**config.mk**
```make
export PLATFORM = sky130hd
export DESIGN_NAME = create_ndigit_code
export DESIGN_NICKNAME = d
export VERILOG_FILES = /design/src/rtl/create_ndigit_code.sv
export SDC_FILE = /design/constraint.sdc
export NUM_CORES = 1
export LEC_CHECK = 0
export BUFFER_PORTS_ARGS = -buffer_cell sky130_fd_sc_hd__buf_2
export CORE_AREA = 2 2 43 74
export CTS_CLUSTER_DIAMETER = 50
export DETAILED_ROUTE_END_ITERATION = 8
export DIE_AREA = 0 0 45 76
export MAX_ROUTING_LAYER = met4
export PLACE_DENSITY_LB_ADDON = 0.3
export SYNTH_ARGS = -nofsm -noshare
export SYNTH_HDL_FRONTEND = slang
export SYNTH_SLANG_ARGS = --single-unit
```
**constraint.sdc**
```tcl
create_clock -name clk -period 3.4 [get_ports clk]
set_input_delay 0.51 -clock clk [delete_from_list [all_inputs] [get_ports clk]]
set_output_delay 0.51 -clock clk [all_outputs]
set_load 0.03 [all_outputs]
```
**src/rtl/create_ndigit_code.sv**
```systemverilog
//------------------------------------------------------------------------------
// create_ndigit_code
//   Produces an N-digit code from a free-running Galois LFSR and holds it
//   until the next request. Optional macro: CODE_REPEAT_REJECT_EN
//   (rejects a candidate equal to the current code).
//   Rev 1.0 - initial release
//------------------------------------------------------------------------------
`default_nettype none

module create_ndigit_code #(
    parameter int                NUM_DIGITS = 4,
    parameter int                DIGIT_BITS = 2,
    parameter int                LFSR_W     = 16,
    parameter logic [LFSR_W-1:0] TAPS       = 16'hB400,
    parameter logic [LFSR_W-1:0] SEED       = 16'hACE1,
    parameter int                COUNT_W    = 8
) (
    input  logic                             clk,
    input  logic                             reset,
    input  logic                             gen_req,
    output logic [NUM_DIGITS*DIGIT_BITS-1:0] code,
    output logic                             code_valid,
    output logic [COUNT_W-1:0]               gen_count
);

    localparam int CODE_W = NUM_DIGITS * DIGIT_BITS;

    typedef enum logic [0:0] {
        S_GEN  = 1'b0,
        S_HOLD = 1'b1
    } state_t;

    state_t              r_state;
    logic [LFSR_W-1:0]   r_lfsr;
    logic [LFSR_W-1:0]   w_lfsr_next;
    logic [CODE_W-1:0]   w_cand;
    logic                w_accept;
    logic                w_cnt_max;

    assign w_lfsr_next = r_lfsr[0] ? ((r_lfsr >> 1) ^ TAPS) : (r_lfsr >> 1);
    assign w_cand      = r_lfsr[CODE_W-1:0];
    assign w_cnt_max   = (gen_count == {COUNT_W{1'b1}});

`ifdef CODE_REPEAT_REJECT_EN
    // The first code after reset has no predecessor, so it is always taken.
    logic r_first;

    assign w_accept = r_first || (w_cand != code);

    always_ff @(posedge clk) begin
        if (reset) begin
            r_first <= 1'b1;
        end else if (r_state == S_GEN && w_accept) begin
            r_first <= 1'b0;
        end
    end
`else
    assign w_accept = 1'b1;
`endif

    always_ff @(posedge clk) begin
        if (reset) begin
            r_lfsr     <= SEED;
            r_state    <= S_GEN;
            code       <= '0;
            code_valid <= 1'b0;
            gen_count  <= '0;
        end else begin
            r_lfsr <= w_lfsr_next;
            case (r_state)
                S_GEN: begin
                    if (w_accept) begin
                        code       <= w_cand;
                        code_valid <= 1'b1;
                        r_state    <= S_HOLD;
                        if (!w_cnt_max) begin
                            gen_count <= gen_count + 1'b1;
                        end
                    end else begin
                        code_valid <= 1'b0;
                    end
                end
                S_HOLD: begin
                    if (gen_req) begin
                        code_valid <= 1'b0;
                        r_state    <= S_GEN;
                    end
                end
                default: begin
                    r_state    <= S_GEN;
                    code_valid <= 1'b0;
                end
            endcase
        end
    end

endmodule

`default_nettype wire

```
==> results.json, run 1 <==
{
  "ys_ff_latch": 34,
  "synth_area_leaders": "dfxtp_1, mux2i_1, nor2b_1",
  "slowest_delay_ns": 0.48,
  "worstSkewPairLatency_ns": 0.28,
  "vias": 831,
  "start_util": 0.420,
  "clockRootBuffer": "clkbuf_8",
  "post_cts_buffers": 0,
  "fp.dieH_um": 76,
  "hold_slack_ns": 0.412,
  "portBuffers": 19,
  "setup_violations": 0,
  "crit_path_max_fanout": 9,
  "tritoncts": "built",
  "gr-total-overflow": 0,
  "arrival_ns": 1.01,
  "n_antenna_cell": 0,
  "drt_first_pass_iters": 4,
  "p_per_area_nw_per_um2": 580,
  "cpLargestDelayFamily": "flip-flops",
  "drc": 0,
  "post-route-min-period_ns": 1.52,
  "final_layout_size_suffix_gt1_frac": 0.226,
  "numCtsBuffers": 5,
  "antenna_found_initial": 0,
  "synth-edff-count": 0,
  "ys.flop_type": "dfxtp_1",
  "status": "complete, no violations",
  "syn_avg_cell_area_um2": 10.7,
  "leakagePower_nw": 0.603,
  "tightest_slew_ns": 0.686,
  "yosys.area.top_type": "dfxtp_1",
  "worstPathRequired_ns": 2.89,
  "fin_tns_setup_ns": 0,
  "track_usage": 0.139,
  "place_ws_ns": 1.93,
  "core_um2": 2860,
  "post_cts_resized": 0,
  "clkSinkCount": 34,
  "drv_slew": 0,
  "syn_area_um2": 1200,
  "grt_pass1_vias": 780,
  "fin_nets": 136,
  "cpMaxStageDelayCell": "dfxtp_1",
  "critical_path_class": "reg -> out",
  "startpoint_type": "register",
  "place_congestion": 0.885,
  "ant_nets": 0,
  "die_w_um": 45,
  "path_clk_slew_ns": 0.07,
  "synth_top_family_by_area": "simple AND/OR/NAND/NOR gates",
  "drt_iter0_markers": 16,
  "synth.area.mux_share": 0.0875,
  "fmax_ghz": 0.657,
  "worst-path-buf-inv": 1,
  "cts.path.max_buffers": 2,
  "syn_to_final_growth_pct": 16.4,
  "synth_top_cell_area_share": 0.567,
  "synth-xor-area-share": 0.0219,
  "synthCells": 112,
  "async_flop_share": 0,
  "yosys.area_share.simple": 0.208,
  "dieArea_um2": 3420,
  "yosysUniqueCellTypes": 29,
  "grt_pass1_wl_um": 3440,
  "io_pins": 20,
  "max-cap-violations": 0,
  "wl_um": 2030,
  "final_util": 0.488,
  "ctsHoldBuffers": 0,
  "synth-compound-area-share": 0.0813,
  "yosys_warnings": 0,
  "synth_fp_nets": 116,
  "fin_crit_sh": 0.448,
  "dpl.hpwl_um": 1340,
  "wire_per_inst_um": 12.6,
  "setup_ws_ns": 1.88,
  "ys_seq_area_frac": 0.567,
  "fin_worst_skew_ns": 0.00325,
  "num_rows": 26,
  "crit_path_end_kind": "output port",
  "final_hold_viol_count": 0,
  "hold_path_class": "reg -> reg",
  "cts_max_level": 2,
  "grt_max_degree": 36,
  "avgViaCountPerCell": 5.16,
  "ir_drop_mv": 0.322,
  "rsz0062_at_grt": "no",
  "maxSlewHeadroom": 0.542,
  "path_cells": "buf_2",
  "synthAdderAreaFrac": 0.0104
}
-- sequential cells by signal (all words and copies together), names as in the netlist --
signal      count
r_state         1
code_valid      1
gen_count       8
r_lfsr         16
code            8
-- layer usage --
metal / track usage / vias up / part of all wire
met1: 0.171 / 389 / 0.46
met5: - / - / 0
li1: - / 421 / -
met3: 0.0569 / 4 / 0.052
met4: 0.0912 / 0 / 0.019
met2: 0.183 / 17 / 0.47
-- power breakdown --
part	total, W	internal (W)	switching, W
Sequential	0.000440	0.000422	0.0000180
Combinational	0.0000705	0.0000300	0.0000405
Clock	0.000299	0.000163	0.000136
Total	0.000810	0.000615	0.000195
-- Yosys cell counts (2+ instances only) --
cell,instances
a211oi_1,3
a21oi_1,6
a31oi_1,2
buf_2,2
clkbuf_1,4
dfxtp_1,34
mux2i_1,9
nand2b_1,4
nor2_1,11
nor2b_1,8
nor3_1,4
or2_1,6
xnor2_1,3
-- cell families after synthesis --
family / Yosys count
compound gates: 15
xor+xnor: 3
fa+ha+maj: 1
buf+inv: 7
flops: 34
mux: 10
simple gates: 42
-- layout by cell type (no fill, tap or decap) --
cell type and instances:
dfxtp_1 34, buf_2 19, nor2_1 11, mux2i_1 9, nor2b_1 8, or2_1 6, a21oi_1 6, clkbuf_8 6
nand2b_1 4, nor3_1 4, xnor2_1 3, a211oi_1 3, a31oi_1 2, and3_4 1, and3b_1 1, nand3b_1 1
nand4_1 1, nand2_1 1, and4_4 1, nand4b_1 1, nor4b_1 1, and4b_1 1, inv_1 1, o21a_1 1
a21boi_1 1, a311oi_1 1, a21oi_2 1, mux2_4 1, ha_1 1, clkinv_2 1, clkbuf_1 1
-- worst paths after layout --
path                  end         start  depth (start not counted)  slack [ns]
max          gen_count[3]  gen_count[3]                          1        1.88
min reg2reg     r_lfsr[7]     r_lfsr[8]                          1        0.41
max reg2reg  gen_count[0]  gen_count[0]                          4        1.90
min             r_lfsr[7]     r_lfsr[8]                          1        0.41
-- per-stage QoR --
| stage | cells | total power [W] | cell area (µm²) |
|---|---|---|---|
| 2_1_floorplan | 112 | 0.000501 | 1200 |
| 3_3_place_gp | 153 | 0.000519 | 1310 |
| 3_5_place_dp | 153 | 0.000520 | 1310 |
| 4_1_cts | 161 | 0.000821 | 1400 |
| 5_1_grt | 161 | 0.000848 | 1400 |
| 6_report | 161 | 0.000810 | 1400 |
-- final cells by class --
type                            instances  area [µm²]
Clock buffer                            7        86.3
Clock inverter                          1        5.00
Fill cell                             290        1470
Inverter                                1        3.75
Multi-Input combinational cell         71         492
Sequential cell                        34         681
Tap cell                               28        35.0
Timing Repair Buffer                   19        95.1
(Power assumes the default switching activity.)
==> inputs of run 2 (changes only) <==
Clock period 3.4 ns to 1.6 ns, I/O delays scaled along.
==> results.json, run 2 (synthesized netlist as in run 1, its figures left out) <==
{
  "status": "complete, no violations",
  "final_layout_size_suffix_gt1_frac": 0.231,
  "hold_path_class": "in -> reg",
  "setup_ws_ns": 0.123,
  "placed_area_um2": 1310,
  "cpLargestDelayFamily": "flip-flops",
  "path_clk_slew_ns": 0.07,
  "track_usage": 0.149,
  "arrival_ns": 1.65,
  "critical_path_class": "reg -> reg",
  "drt_iter0_markers": 29,
  "post_cts_resized": 0,
  "crit_path_end_kind": "register",
  "cts_max_level": 2,
  "die_w_um": 45,
  "gr-total-overflow": 0,
  "final_hold_viol_count": 0,
  "fp.dieH_um": 76,
  "dp_cells": 154,
  "start_util": 0.420,
  "dieArea_um2": 3420,
  "fin_crit_sh": 0.923,
  "worstPathRequired_ns": 1.77,
  "timing.rr.end": "gen_count[0]",
  "syn_to_final_growth_pct": 17.0,
  "setup_violations": 0,
  "drc": 0,
  "post-route-cell-area_um2": 1410,
  "cts.path.max_buffers": 2,
  "ctsHoldBuffers": 0,
  "tightest_slew_ns": 0.523,
  "cpMaxStageDelayCell": "dfxtp_1",
  "largest_reg_flops": 16,
  "fin_nets": 137,
  "clockRootBuffer": "clkbuf_8",
  "avgViaCountPerCell": 5.12,
  "hold_start": "gen_req",
  "vias": 830,
  "nFillCells": 272,
  "post_cts_buffers": 0,
  "path_cells": "ha_1 -> and4_4 -> a21oi_2 -> mux2_4",
  "drt_first_pass_iters": 4,
  "leakagePower_nw": 0.608,
  "drv_slew": 0,
  "startpoint_type": "register",
  "tritoncts": "built",
  "worstSkewPairLatency_ns": 0.28,
  "ant_nets": 0,
  "layout_common_cells": "dfxtp_1, buf_2, nor2_1",
  "max-cap-violations": 0,
  "io_pins": 20,
  "maxSlewHeadroom": 0.651,
  "grt_pass1_vias": 847,
  "top_register": "r_lfsr",
  "holdPathStages": 2,
  "stdcell_count": 162,
  "place_ws_ns": 0.137,
  "rr_worst_depth": 4,
  "grt_pass1_wl_um": 3660,
  "clkSinkCount": 34,
  "num_rows": 26,
  "antenna_found_initial": 0,
  "r2r_slack_ns": 0.12,
  "core_um2": 2860,
  "grt_max_degree": 36,
  "fin_worst_skew_ns": 0.00540,
  "wl_um": 2020,
  "rsz0062_at_grt": "no",
  "portBuffers": 19,
  "numCtsBuffers": 5,
  "layout_commonest_cell": "dfxtp_1",
  "fin_tns_setup_ns": 0,
  "wire_per_inst_um": 12.4,
  "crit_path_max_fanout": 6,
  "dpl.hpwl_um": 1420,
  "n_antenna_cell": 0,
  "worst-path-buf-inv": 0,
  "rr_startpoint": "gen_count[0]",
  "post-route-min-period_ns": 1.48,
  "worstHoldEndpoint": "r_state",
  "slowest_delay_ns": 0.35,
  "fmax_ghz": 0.677,
  "ir_drop_mv": 0.922,
  "p_per_area_nw_per_um2": 1220,
  "top_regs": "r_lfsr (16), code (8), gen_count (8)",
  "place_congestion": 0.880
}
-- run 2: metal layers --
metal,global-route usage,part of all wire
met1,0.163,0.43
met2,0.223,0.49
met3,0.0569,0.051
met4,0.0853,0.032
met5,-,0
-- run 2: final cells by class --
type,instances,area [µm²],share of cell area
repair buffers,20,103,0.0730
well taps,28,35.0,0.0249
multi-input cells,71,492,0.350
flip-flops and latches,34,681,0.484
inverters,1,3.75,0.00267
clock buffers,7,86.3,0.0614
clock inverters,1,5.00,0.00356
-- run 2: where the power goes --
| group | internal, W | switching (W) |
|---|---|---|
| Clock | 0.000346 | 0.000277 |
| Sequential | 0.000898 | 0.0000300 |
| Combinational | 0.0000652 | 0.0000938 |
| Total | 0.00131 | 0.000401 |
-- run 2: through the flow --
stage	power, W	util	hold slack (ns)
6_report	0.00171	0.491	0.174
4_1_cts	0.00174	0.491	0.174
3_5_place_dp	0.00111	0.459	0.401
3_3_place_gp	0.00110	0.459	0.391
5_1_grt	0.00180	0.491	0.169
2_1_floorplan	0.00107	-	0.355
-- run 2: worst max path at each step --
stage | from | cells past startpoint | end
floorplan | gen_count[0] | 4 | gen_count[0]
global placement | gen_count[0] | 4 | gen_count[0]
detailed placement | gen_count[0] | 4 | gen_count[0]
CTS | gen_count[0] | 4 | gen_count[0]
global route | gen_count[0] | 4 | gen_count[0]
finish | gen_count[0] | 4 | gen_count[0]
==> inputs of run 3 (changes only) <==
Settings changed: ABC_CLOCK_PERIOD_IN_PS from default to 1600, CORE_AREA 2 2 43 74 to 2 2 46 69, DIE_AREA 0 0 45 76 to 0 0 48 71.
==> results.json, run 3 (synthesized netlist as in run 1, its figures left out) <==
{
  "dpl.hpwl_um": 1400,
  "fin_tns_setup_ns": 0,
  "cts.path.max_buffers": 2,
  "slowest_delay_ns": 0.35,
  "grt_pass1_wl_um": 3480,
  "fin_nets": 138,
  "fp.dieH_um": 71,
  "tritoncts": "built",
  "hold_slack_ns": 0.152,
  "drv_slew": 0,
  "p_per_area_nw_per_um2": 1300,
  "layout_commonest_cell": "dfxtp_1",
  "met2_usage": 0.213,
  "final_hold_viol_count": 0,
  "antenna_found_initial": 0,
  "worst-path-buf-inv": 0,
  "fin_crit_sh": 0.921,
  "crit_path_end_kind": "register",
  "rsz0062_at_grt": "no",
  "start_util": 0.421,
  "clockRootBuffer": "clkbuf_8",
  "final_layout_size_suffix_gt1_frac": 0.239,
  "cts_max_level": 2,
  "io_pins": 20,
  "drt_first_pass_iters": 4,
  "path_clk_slew_ns": 0.06,
  "status": "complete, no violations",
  "path_cells": "ha_1 -> and4_4 -> a21oi_2 -> mux2_4",
  "num_rows": 24,
  "core_um2": 2850,
  "crit_path_max_fanout": 6,
  "maxSlewHeadroom": 0.636,
  "ctsHoldBuffers": 0,
  "post_cts_buffers": 0,
  "grt_pass1_vias": 786,
  "worstPathRequired_ns": 1.77,
  "portBuffers": 19,
  "die_w_um": 48,
  "ir_drop_mv": 0.858,
  "wire_per_inst_um": 12.2,
  "max-cap-violations": 0,
  "critical_path_class": "reg -> reg",
  "layout_common_cells": "dfxtp_1, buf_2, nor2_1",
  "largest_reg_flops": 16,
  "tightest_slew_ns": 0.546,
  "post_cts_resized": 0,
  "drt_iter0_markers": 14,
  "avgViaCountPerCell": 4.93,
  "post-route-min-period_ns": 1.47,
  "use_met3": 0.0689,
  "ant_nets": 0,
  "final_util": 0.507,
  "syn_to_final_growth_pct": 20.5,
  "clkSinkCount": 34,
  "numCtsBuffers": 5,
  "setup_violations": 0,
  "top_regs": "r_lfsr (16), code (8), gen_count (8)",
  "fmax_ghz": 0.679,
  "arrival_ns": 1.65,
  "place_congestion": 0.748,
  "track_usage": 0.152,
  "leakagePower_nw": 0.622,
  "grtUsageMet1": 0.171,
  "cpLargestDelayFamily": "flip-flops",
  "drc": 0,
  "dieArea_um2": 3410,
  "top_register": "r_lfsr",
  "grt_max_degree": 36,
  "fin_worst_skew_ns": 0.00527,
  "gr-total-overflow": 0,
  "startpoint_type": "register",
  "worstSkewPairLatency_ns": 0.28,
  "p_total_w": 0.00188,
  "top_usage_layer": "met2",
  "wl_um": 2110,
  "hold_path_class": "in -> reg",
  "vias": 853,
  "n_antenna_cell": 0,
  "cpMaxStageDelayCell": "dfxtp_1"
}
[run 3: cell types whose count changed in the layout (fill, tap and decap cells not counted)]
cell / previous run / this run
buf_4: 1 / 2
clkinv_2: 1 / 0
clkbuf_1: 1 / 0
bufinv_16: 0 / 1
[run 3: routing by layer]
layer | up-vias | share of wire | wire length [µm]
li1 | 425 | - | -
met1 | 406 | 0.42 | 892
met2 | 17 | 0.49 | 1040
met3 | 5 | 0.053 | 111
met4 | 0 | 0.031 | 66
met5 | - | 0 | 0
[run 3: layout make-up]
cell class                 count  area [µm²]
clock buffer                   6        82.6
sequential                    34         681
clock inverter                 1        30.0
tap                           39        48.8
inverter                       1        3.75
timing repair buffer          21         110
multi-input combinational     71         492
fill                         262        1410
[run 3: power by group]
group          internal [W]  switching [W]  total (W)
Sequential         0.000898      0.0000292   0.000927
Combinational     0.0000672      0.0000954   0.000163
Clock              0.000498       0.000292   0.000790
[run 3: worst reg2reg max path, stage by stage, from the launching register on]
cell	delay, ns
dfxtp_1	0.35
ha_1	0.27
and4_4	0.23
a21oi_2	0.20
mux2_4	0.31
[run 3: through the flow]
stage | setup WS [ns] | area, µm² | std cells
floorplan | 0.0446 | 1200 | 112
global placement | 0.173 | 1340 | 166
detailed placement | 0.147 | 1340 | 166
CTS | 0.125 | 1450 | 173
global route | 0.0790 | 1450 | 173
finish | 0.126 | 1450 | 173
[run 3: path summary, 6_finish.rpt]
kind	start	to	slack [ns]	depth (start not counted)
worst max register to register	gen_count[0]	gen_count[0]	0.13	4
worst min-delay path	gen_req	r_state	0.15	2
worst max-delay path	gen_count[0]	gen_count[0]	0.13	4
worst min register to register	r_lfsr[12]	r_lfsr[11]	0.41	1
